$ cat src/rtl/traffic_light_ctrl.sv
// Two-way intersection controller with timed dwells and an optional pedestrian phase.
// The pedestrian phase is built only when TRAFFIC_PED_REQ_EN is defined.
module traffic_light_ctrl #(
    parameter int GRN_CYC    = 8,
    parameter int YEL_CYC    = 3,
    parameter int ALLRED_CYC = 2,
    parameter int WALK_CYC   = 6,
    parameter int CNT_W      = 8
) (
    input  logic       clk,
    input  logic       rst,
    input  logic       ped_req,
    output logic       ped_ack,
    output logic [2:0] ns_o,
    output logic [2:0] ew_o,
    output logic       walk,
    output logic [2:0] state_o
);

    localparam logic [2:0] S_NS_GRN = 3'd0;
    localparam logic [2:0] S_NS_YEL = 3'd1;
    localparam logic [2:0] S_AR1    = 3'd2;
    localparam logic [2:0] S_EW_GRN = 3'd3;
    localparam logic [2:0] S_EW_YEL = 3'd4;
    localparam logic [2:0] S_AR2    = 3'd5;
    localparam logic [2:0] S_WALK   = 3'd6;

    localparam logic [2:0] L_RED = 3'b100;
    localparam logic [2:0] L_GRN = 3'b010;
    localparam logic [2:0] L_YEL = 3'b001;

    localparam logic [CNT_W-1:0] GRN_LD  = CNT_W'(GRN_CYC - 1);
    localparam logic [CNT_W-1:0] YEL_LD  = CNT_W'(YEL_CYC - 1);
    localparam logic [CNT_W-1:0] AR_LD   = CNT_W'(ALLRED_CYC - 1);
    localparam logic [CNT_W-1:0] WALK_LD = CNT_W'(WALK_CYC - 1);

    logic [2:0]       state_q, state_d;
    logic [CNT_W-1:0] timer_q, timer_d;
    logic             pending_q, pending_d;
    logic             ack_q, ack_d;
    logic [2:0]       nxt;
    logic [CNT_W-1:0] nxt_ld;
    logic             req_set;

    always_comb begin
        nxt = S_NS_GRN;
        case (state_q)
            S_NS_GRN: nxt = S_NS_YEL;
            S_NS_YEL: nxt = S_AR1;
            S_AR1:    nxt = S_EW_GRN;
            S_EW_GRN: nxt = S_EW_YEL;
            S_EW_YEL: nxt = S_AR2;
            S_AR2:    nxt = pending_q ? S_WALK : S_NS_GRN;
            default:  nxt = S_NS_GRN;
        endcase
    end

    always_comb begin
        nxt_ld = GRN_LD;
        case (nxt)
            S_NS_YEL, S_EW_YEL: nxt_ld = YEL_LD;
            S_AR1, S_AR2:       nxt_ld = AR_LD;
            S_WALK:             nxt_ld = WALK_LD;
            default:            nxt_ld = GRN_LD;
        endcase
    end

    // Code 7 leaves immediately; otherwise leave only once the timer hits 0.
    always_comb begin
        state_d = state_q;
        timer_d = timer_q;
        if (state_q == 3'd7 || timer_q == '0) begin
            state_d = nxt;
            timer_d = nxt_ld;
        end else begin
            timer_d = timer_q - 1'b1;
        end
    end

`ifdef TRAFFIC_PED_REQ_EN
    always_comb begin
        req_set   = ped_req && !pending_q && (state_q != S_WALK);
        pending_d = (state_d == S_WALK) ? 1'b0 : (pending_q | req_set);
        ack_d     = req_set;
    end

    assign walk = (state_q == S_WALK);
`else
    logic ped_req_unused;
    assign ped_req_unused = ped_req;

    always_comb begin
        req_set   = 1'b0;
        pending_d = 1'b0;
        ack_d     = req_set;
    end

    assign walk = 1'b0;
`endif

    always_ff @(posedge clk) begin
        if (rst) begin
            state_q   <= S_NS_GRN;
            timer_q   <= GRN_LD;
            pending_q <= 1'b0;
            ack_q     <= 1'b0;
        end else begin
            state_q   <= state_d;
            timer_q   <= timer_d;
            pending_q <= pending_d;
            ack_q     <= ack_d;
        end
    end

    always_comb begin
        ns_o = L_RED;
        ew_o = L_RED;
        case (state_q)
            S_NS_GRN: ns_o = L_GRN;
            S_NS_YEL: ns_o = L_YEL;
            S_EW_GRN: ew_o = L_GRN;
            S_EW_YEL: ew_o = L_YEL;
            default: begin
                ns_o = L_RED;
                ew_o = L_RED;
            end
        endcase
    end

    assign ped_ack = ack_q;
    assign state_o = state_q;

endmodule

$ cat config.mk
export PLATFORM = sky130hd
export DESIGN_NAME = traffic_light_ctrl
export DESIGN_NICKNAME = d
export VERILOG_FILES = /design/src/rtl/traffic_light_ctrl.sv
export SDC_FILE = /design/constraint.sdc
export NUM_CORES = 1
export LEC_CHECK = 0
export ABC_AREA = 1
export CAP_MARGIN = 20
export CORE_AREA = 10 10 47 49
export DETAILED_ROUTE_END_ITERATION = 8
export DIE_AREA = 0 0 57 59
export GPL_ROUTABILITY_DRIVEN = 0
export PLACE_DENSITY = 0.87
export REMOVE_ABC_BUFFERS = 1
export SYNTH_ARGS = -nofsm -noshare
export SYNTH_HDL_FRONTEND = slang
export SYNTH_SLANG_ARGS = --single-unit
$ cat constraint.sdc
create_clock -name clk -period 2.4 [get_ports clk]
set_input_delay 0.48 -clock clk [delete_from_list [all_inputs] [get_ports clk]]
set_output_delay 0.48 -clock clk [all_outputs]
set_load 0.01 [all_outputs]
**Word-level counts from Yosys, hierarchy flattened**

Cells that the tools add are included.

- Register bits after elaboration: 11
- Output and inout bits: 11

- Add/subtract/negate cells: 1
- Equality and inequality tests: 10
- Muxes and demuxes: 5
- Reductions and logical operators: 5

Operator list:

| operator | number |
|---|---|
| == test 3 bit (second input constant) | 5 |
| case mux 3 bit (5 select lines) | 1 |
| case mux 3 bit (2 select lines) | 2 |
| == test 3 x 2 -> 1 bit (second input constant) | 3 |
| case mux 3 bit (3 select lines) | 1 |
| zero test 8 bit | 1 |
| 2-to-1 mux 8 bit | 1 |
| subtractor 8 x 1 -> 8 bit (second input constant) | 1 |
| == test 3 x 1 -> 1 bit (second input constant) | 2 |
| OR reduction 2 bit | 2 |
| zero test 3 bit | 1 |
| logical OR 1 bit | 1 |

**Depth between registers and ports, before layout**

Gate-level depths: netlist (run 1).

- Depth in word-level cells: 6
- Mapped depth: 8

**Worst setup path before layout (run 1)**

OpenSTA, ideal clock, no wires.

- Kind: register to output
- Start: reg state_q[0], in the netlist state_o[0]
- End: out ew_o[2]
- Arrival time: 889 ps
- Path slack: 1,031 ps
- Cell stages (with the launch flop): 4
- Path buffers: 0
- Cells stage by stage: dfxtp_1 -> nand2_1 -> o21ai_0 -> inv_1

- Word-level cells in the longest chain between the ends: 2
- Elaborated cells between the ends (all ways): 3
- Classes of those cells: eq/ne (2); mux (1)

Ends and longest elaborated chain:

| element | RTL line | source |
|---|---|---|
| start, declared | 37 | `logic [2:0] state_q, state_d;` |
| start signal, assigned | 108 | `state_q <= state_d;` |
| == test 3 bit or == test 3 x 2 -> 1 bit (tied branches) | 118 | `case (state_q)` |
| case mux 3 bit (2 select lines) (*) | 118 |  |
| end, declared | 15 | `output logic [2:0] ew_o,` |

Mark *: on every way between the ends. The rest lies on a longest branch, timed or not.

**Worst setup path in the final report (run 1)**

Same ends and word-level chain as after synthesis.

==> summary.txt, run 1 <==
Status
  • Status: finished clean

Drt
  • Post-route ant nets: 0
  • Routed wire per std cell: about 11 microns
  • DRC violations left: 0
  • DRT Pass-1 Iters: 4
  • Detailed Route WL: around 1400 microns
  • 1st-iter DRT viols: 8
  • Vias per cell: 4.809
  • Vias: 654

Flow run
  • Maxcap violations: 0

Global route
  • Top Usage Layer GRT: met2
  • Largest net degree at the start of global routing: 10
  • Met3 Usage GRT: about 6.7%
  • Met2 Use GR: around 16%
  • Vias in the first global route: 622
  • Grt ovf: 0
  • Initial antenna violation count: 0
  • First-pass GRT wire length: between 2000 and 2500 microns
  • M1 GR Usage: under 10%
  • All-Layer GR Usage: 8.988%

Floorplanning
  • Die area: ~3400 sq um
  • Die W: about 57 microns
  • Initial Utilization: between 40 and 50%
  • I/O pin total: 14
  • Core area: around 1400 sq um
  • Die Ht: 59 microns
  • Row count: 14

Power
  • Pwr dens: about 460 nW/um^2
  • Leak: 0.4035 nW
  • Overall power: between 0.3 and 0.4 mW
  • Maximum vdd drop: between 200 and 300 uV

Clock tree
  • TritonCTS buffer count: 3
  • Skew-Pair Late Insertion Delay: about 280 ps
  • Clock sinks: 11
  • Hold Buf Count CTS: 0
  • Setup bufs post-CTS: 0
  • Resized Gates After CTS: 0
  • Clock-pin slew on the worst setup and hold paths: 70 ps
  • CTS tree: done
  • CTS Buffer Depth: 2
  • Root Driver: clkbuf_4
  • Number of H-tree levels: 1

Logic synthesis
  • #FFs+latches synth: 11
  • Synth Instances: between 100 and 150
  • Area leader, netlist: dfxtp_1
  • Synth area leaders: dfxtp_1 (33%), nand2_1 (12%), inv_1 (11%)
  • Mapped Area: between 600 and 700 sq um
  • Distinct cells, synth: 17
  • Share of the synthesized area in the top cell type: approximately a third
  • YS warnings: 0
  • Mean post-synth cell area: ~6.2 sq um
  • Sequential area share after synthesis: between 30 and 40%

Placed design
  • Placed Area: roughly 800 sq um
  • Placement Setup Slack: between 500 and 600 ps
  • HPWL after DPL: 1134 microns
  • Placed Cells: 132
  • IO buf count: 10

STA
  • Max Slew Vio Count: 0
  • Final Hold Fails: 0
  • Clock skew: 1.555 ps
  • Period utilization: between 90% and 100%
  • WHS: between 400 and 500 ps
  • Total negative slack: 0 ps
  • Final setup vio count: 0
  • Final setup margin: roughly 210 ps
  • RSZ-0062 raised after global routing: no
  • Tmin final: 2192 ps
  • Highest Clock Rate: around 460 MHz

Final layout
  • Final instance area: 803.3 sq um
  • ANT cells: 0
  • Layout cells sized above 1: under 10%
  • Final nets: between 100 and 150
  • Area Overhead vs Synth: 20.22%
  • Fin util: a little under three fifths
  • Final-layout fill cell count: ~150
  • Fin cells: around 140

Worst setup path
  • Arrival time at the worst endpoint: ~1700 ps
  • Max FO, Critical Path: 7
  • Crit path largest cell delay: slightly below 500 ps
  • WP buf/inv: 2
  • Slowest CP cell: clkdlybuf4s50_1
  • Crit end category: output port
  • CP Cell Sequence: nand2_1, o21ai_0, inv_1, clkdlybuf4s50_1
  • CP Launch Type: register
  • CP top delay family: buffers and inverters
  • Critical path class: register to output port
  • Critical Path RT: around 1900 ps

Worst hold path
  • Worst hold path class: register to register
-- worst reg2reg max path: stages (launching register included) --
cell and delay [ps]:
dfxtp_1 300, inv_1 100, ha_1 190, nand3_1 80, nor2_1 210, nor2_1 90
nor2_1 90, nor2_1 50
-- synthesized netlist by cell type --
cell and instances:
a21oi_1 7, buf_4 2, conb_1 1, dfxtp_1 11, ha_1 2, inv_1 20, inv_2 2, nand2_1 22
nand2_2 2, nand3_1 11, nand3_2 1, nand3b_1 1, nor2_1 15, nor2_2 2, nor3b_1 1, o21ai_0 5
xor2_1 2
-- power by group --
group	switching (mW)	internal (mW)	leakage [nW]
Clock	0.0692	0.0646	0.0150
Sequential	0.00291	0.188	0.0893
Combinational	0.0240	0.0169	0.299
Total	0.0961	0.270	0.403
-- metal layers --
metal	vias to the layer above	part of all wire (%)
met2	13	48
met3	2	9.7
li1	349	-
met1	290	42
met4	0	1.2
met5	-	0
-- final timing paths --
check | cells after the start | from | slack, ps | end
hold / removal | 2 | timer_q[7] | 460 | timer_q[7]
setup reg to reg | 7 | timer_q[0] | 1200 | state_o[2]
hold reg to reg | 2 | timer_q[7] | 460 | timer_q[7]
setup / recovery | 4 | state_o[0] | 210 | ew_o[2]
-- placed cells by master (no fill, tap or decap) --
master | synthesis | final
nor2_2 | 2 | 2
nand3b_1 | 1 | 1
inv_2 | 2 | 2
nor2_1 | 15 | 15
inv_1 | 20 | 20
ha_1 | 2 | 2
nand2_1 | 22 | 22
nor3b_1 | 1 | 1
nand3_1 | 11 | 11
clkdlybuf4s50_1 | 0 | 10
clkbuf_4 | 0 | 3
nand3_2 | 1 | 1
xor2_1 | 2 | 2
a21oi_1 | 7 | 7
dfxtp_1 | 11 | 11
o21ai_0 | 5 | 5
nand2_2 | 2 | 2
clkbuf_1 | 0 | 1
conb_1 | 1 | 2
-- area by class of cell --
cell class	instances	area [sq um]	share of cell area, %
clock buffer	4	26.28	3.271
inverter	22	82.58	10.28
multi-input combinational	73	354.1	44.08
sequential	11	220.2	27.41
tap	16	20.02	2.492
timing repair buffer	10	100.1	12.46
-- cell families after synthesis --
| kind of cell | after synthesis | share of synthesized area (%) |
|---|---|---|
| XOR/XNOR | 2 | 2.622 |
| AND/OR/NAND/NOR | 55 | 36.52 |
| buffers and inverters | 24 | 14.61 |
| adder cells (fa/ha/maj) | 2 | 3.745 |
| other | 1 | 0.5613 |
| flip-flops | 11 | 32.96 |
| AO/OA/AOI/OAI | 12 | 8.988 |
-- sequential cells by signal (all words and copies together) (netlist names) --
name	count
state_o	3
timer_q	8
Note: power is estimated with default switching activity, not from simulation.
==> inputs of run 2 (changes only) <==
--- a/config.mk
+++ b/config.mk
@@ -13,6 +13,7 @@
 export GPL_ROUTABILITY_DRIVEN = 0
 export PLACE_DENSITY = 0.87
 export REMOVE_ABC_BUFFERS = 1
+export SETUP_SLACK_MARGIN = 0.05
 export SYNTH_ARGS = -nofsm -noshare
 export SYNTH_HDL_FRONTEND = slang
 export SYNTH_SLANG_ARGS = --single-unit
==> results of run 2 <==
Final layout, timing and power as in run 1 (identical DEF).
==> inputs of run 3 (changes only) <==
--- a/config.mk
+++ b/config.mk
@@ -7,13 +7,14 @@
 export LEC_CHECK = 0
 export ABC_AREA = 1
 export CAP_MARGIN = 20
-export CORE_AREA = 10 10 47 49
+export CORE_MARGIN = 10
+export CORE_UTILIZATION = 43
 export DETAILED_ROUTE_END_ITERATION = 8
-export DIE_AREA = 0 0 57 59
 export GPL_ROUTABILITY_DRIVEN = 0
-export PLACE_DENSITY = 0.87
+export PLACE_DENSITY = 0.8
 export REMOVE_ABC_BUFFERS = 1
 export SETUP_SLACK_MARGIN = 0.05
+export SKIP_LAST_GASP = 1
 export SYNTH_ARGS = -nofsm -noshare
 export SYNTH_HDL_FRONTEND = slang
 export SYNTH_SLANG_ARGS = --single-unit
==> constraint.sdc (replaced) <==
create_clock -name clk -period 1.91 [get_ports clk]
set_input_delay 0.382 -clock clk [delete_from_list [all_inputs] [get_ports clk]]
set_output_delay 0.382 -clock clk [all_outputs]
set_load 0.01 [all_outputs]
==> run 3 against run 2 <==
Wire length up 3.5%; global-route usage about the same; core utilization is 1.5 points lower; clock-buffer cell count unchanged; critical path type unchanged.
==> summary.txt, run 3 (synthesis gave the netlist of run 1 again) <==
Placed design
  • Placed Area: 784.5 sq um (was 777.0 sq um)
  • HPWL after DPL: 1164 microns (was 1134 microns)
  • IO buf count: 10 (unchanged)

Drt
  • DRC violations left: 0 (unchanged)
  • 1st-iter DRT viols: 8 (unchanged)
  • Routed wire per std cell: 10.83 microns (was 10.63 microns)
  • DRT Pass-1 Iters: 4 (unchanged)
  • Post-route ant nets: 0 (unchanged)
  • Vias per cell: 4.681 (was 4.809)
  • Vias: 646 (was 654)
  • Detailed Route WL: 1495 microns (was 1445 microns)

Worst hold path
  • Worst hold path class: register to register (unchanged)
  • Hold Crit Endpoint: timer_q[7] (unchanged)
  • Min-Delay Startpoint: timer_q[7] (unchanged)
  • Hold path depth: 2 (unchanged)

Worst setup path
  • Reg2Reg Launch Point: timer_q[0] (unchanged)
  • CP Launch Type: register (unchanged)
  • Arrival time at the worst endpoint: 1310 ps (was 1710 ps)
  • Crit end category: output port (unchanged)
  • Cells on worst reg2reg path: 7 (unchanged)
  • Reg2Reg Setup Slack: 730 ps (was 1200 ps)
  • Critical Path RT: 1530 ps (was 1920 ps)
  • R2R Path End: timer_q[4] (was state_o[2])
  • Max FO, Critical Path: 5 (was 7)
  • Critical path class: register to output port (unchanged)

Final layout
  • Area Overhead vs Synth: 24.34% (was 20.22%)
  • Biggest register: timer_q (unchanged)
  • Final-layout fill cell count: 154 (unchanged)
  • Final instance area: 830.8 sq um (was 803.3 sq um)
  • ANT cells: 0 (unchanged)
  • Most common cell after layout, fill and taps aside: nand2_1 (unchanged)
  • Fin util: 55.80% (was 57.32%)
  • Final nets: 128 (was 126)
  • Layout cells sized above 1: 13.11% (was 8.333%)
  • Number of flip-flops under the largest register name: 8 (unchanged)
  • Most frequent cells in the layout: nand2_1 (22), inv_1 (20), nor2_1 (14) (was nand2_1 (22), inv_1 (20), nor2_1 (15))

STA
  • Clock skew: 10.43 ps (was 1.555 ps)
  • RSZ-0062 raised after global routing: no (unchanged)
  • WHS: 464.1 ps (was 462.8 ps)
  • Period utilization: between 80% and 90%
  • Max Slew Vio Count: 0 (unchanged)
  • Tmin final: 1692 ps
  • Total negative slack: 0 ps (unchanged)
  • Final Hold Fails: 0 (unchanged)
  • Final setup vio count: 0 (unchanged)
  • Highest Clock Rate: 590.9 MHz

Power
  • Pwr dens: 536.4 nW/um^2 (was 455.2 nW/um^2)
  • Leak: 0.4609 nW (was 0.4035 nW)
  • Maximum vdd drop: 314.4 uV (was 280.2 uV)

Status
  • Status: finished clean (unchanged)

Clock tree
  • Number of H-tree levels: 1 (unchanged)
  • CTS tree: done (unchanged)
  • Clock sinks: 11 (unchanged)
  • CTS Buffer Depth: 2 (unchanged)
  • Clock-pin slew on the worst setup and hold paths: 80 ps (was 70 ps)
  • Skew-Pair Late Insertion Delay: 260 ps (was 280 ps)
  • TritonCTS buffer count: 3 (unchanged)
  • Root Driver: clkbuf_4 (unchanged)

Global route
  • Grt ovf: 0 (unchanged)
  • Vias in the first global route: 616 (was 622)
  • All-Layer GR Usage: 8.966% (was 8.988%)
  • First-pass GRT wire length: 2484 microns (was 2456 microns)
  • Largest net degree at the start of global routing: 10 (unchanged)
  • Initial antenna violation count: 0 (unchanged)

Floorplanning
  • I/O pin total: 14 (unchanged)
  • Die Ht: 59.42 microns (was 59 microns)
  • Initial Utilization: 44.87% (was 47.68%)
  • Core area: 1489 sq um (was 1401 sq um)
  • Die W: 59.42 microns (was 57 microns)
  • Die area: 3531 sq um (was 3363 sq um)
  • Row count: 14 (unchanged)

Flow run
  • Maxcap violations: 0 (unchanged)
run 3: worst max path at each step:
stage | end | start
final | ns_o[2] | state_o[1]
after detailed placement | ns_o[2] | state_o[2]
after floorplan | ew_o[2] | state_o[0]
after global placement | ns_o[2] | state_o[2]
after CTS | ew_o[2] | state_o[1]
after global routing | ns_o[2] | state_o[1]
run 3: final cells by class:
| cell class | count | area (sq um) | share of cell area [%] |
|---|---|---|---|
| clock buffers | 4 | 26.28 | 3.163 |
| inverters | 22 | 82.58 | 9.940 |
| multi-input cells | 73 | 356.6 | 42.92 |
| flip-flops and latches | 11 | 226.5 | 27.26 |
| well taps | 16 | 20.02 | 2.410 |
| repair buffers | 12 | 118.9 | 14.31 |
run 3: worst max-delay path, cell delays in order, from the launching register on:
cell and delay, ps:
dfxtp_2 340, nor2_2 150, inv_1 90, o21ai_0 140, inv_1 50, dlygate4sd2_1 280
run 3: stage by stage:
step | power (mW) | setup slack (ps) | std cells
2_1_floorplan | 0.2827 | 638.8 | 106
3_3_place_gp | 0.2957 | 149.0 | 133
6_report | 0.4457 | 217.6 | 138
4_1_cts | 0.4533 | 3.946 | 138
5_1_grt | 0.4735 | 157.7 | 138
3_5_place_dp | 0.2970 | 132.9 | 133
run 3: routing by layer:
metal  vias to the layer above  GRT usage, %  wire (microns)
li1                        356             -               -
met1                       277         8.981             578
met2                        13         14.56             765
met3                         0         6.009             151
met4                         0         2.951               0
met5                         -             0               0
run 3: timing repair:
item                                    4_1_cts  5_1_grt
cloned                                        0        0
endpoints found under the setup margin        5        3
resized for setup                             9        3
setup buffers                                 1        0
pin swaps                                     1        0
hold buffers                                  0        0
run 3: power by group:
group	total (mW)	internal, mW	switching [mW]	leakage [nW]
sequential	0.239	0.235	0.00367	0.0912
clock	0.155	0.0806	0.0748	0.0150
combinational	0.0514	0.0209	0.0305	0.355
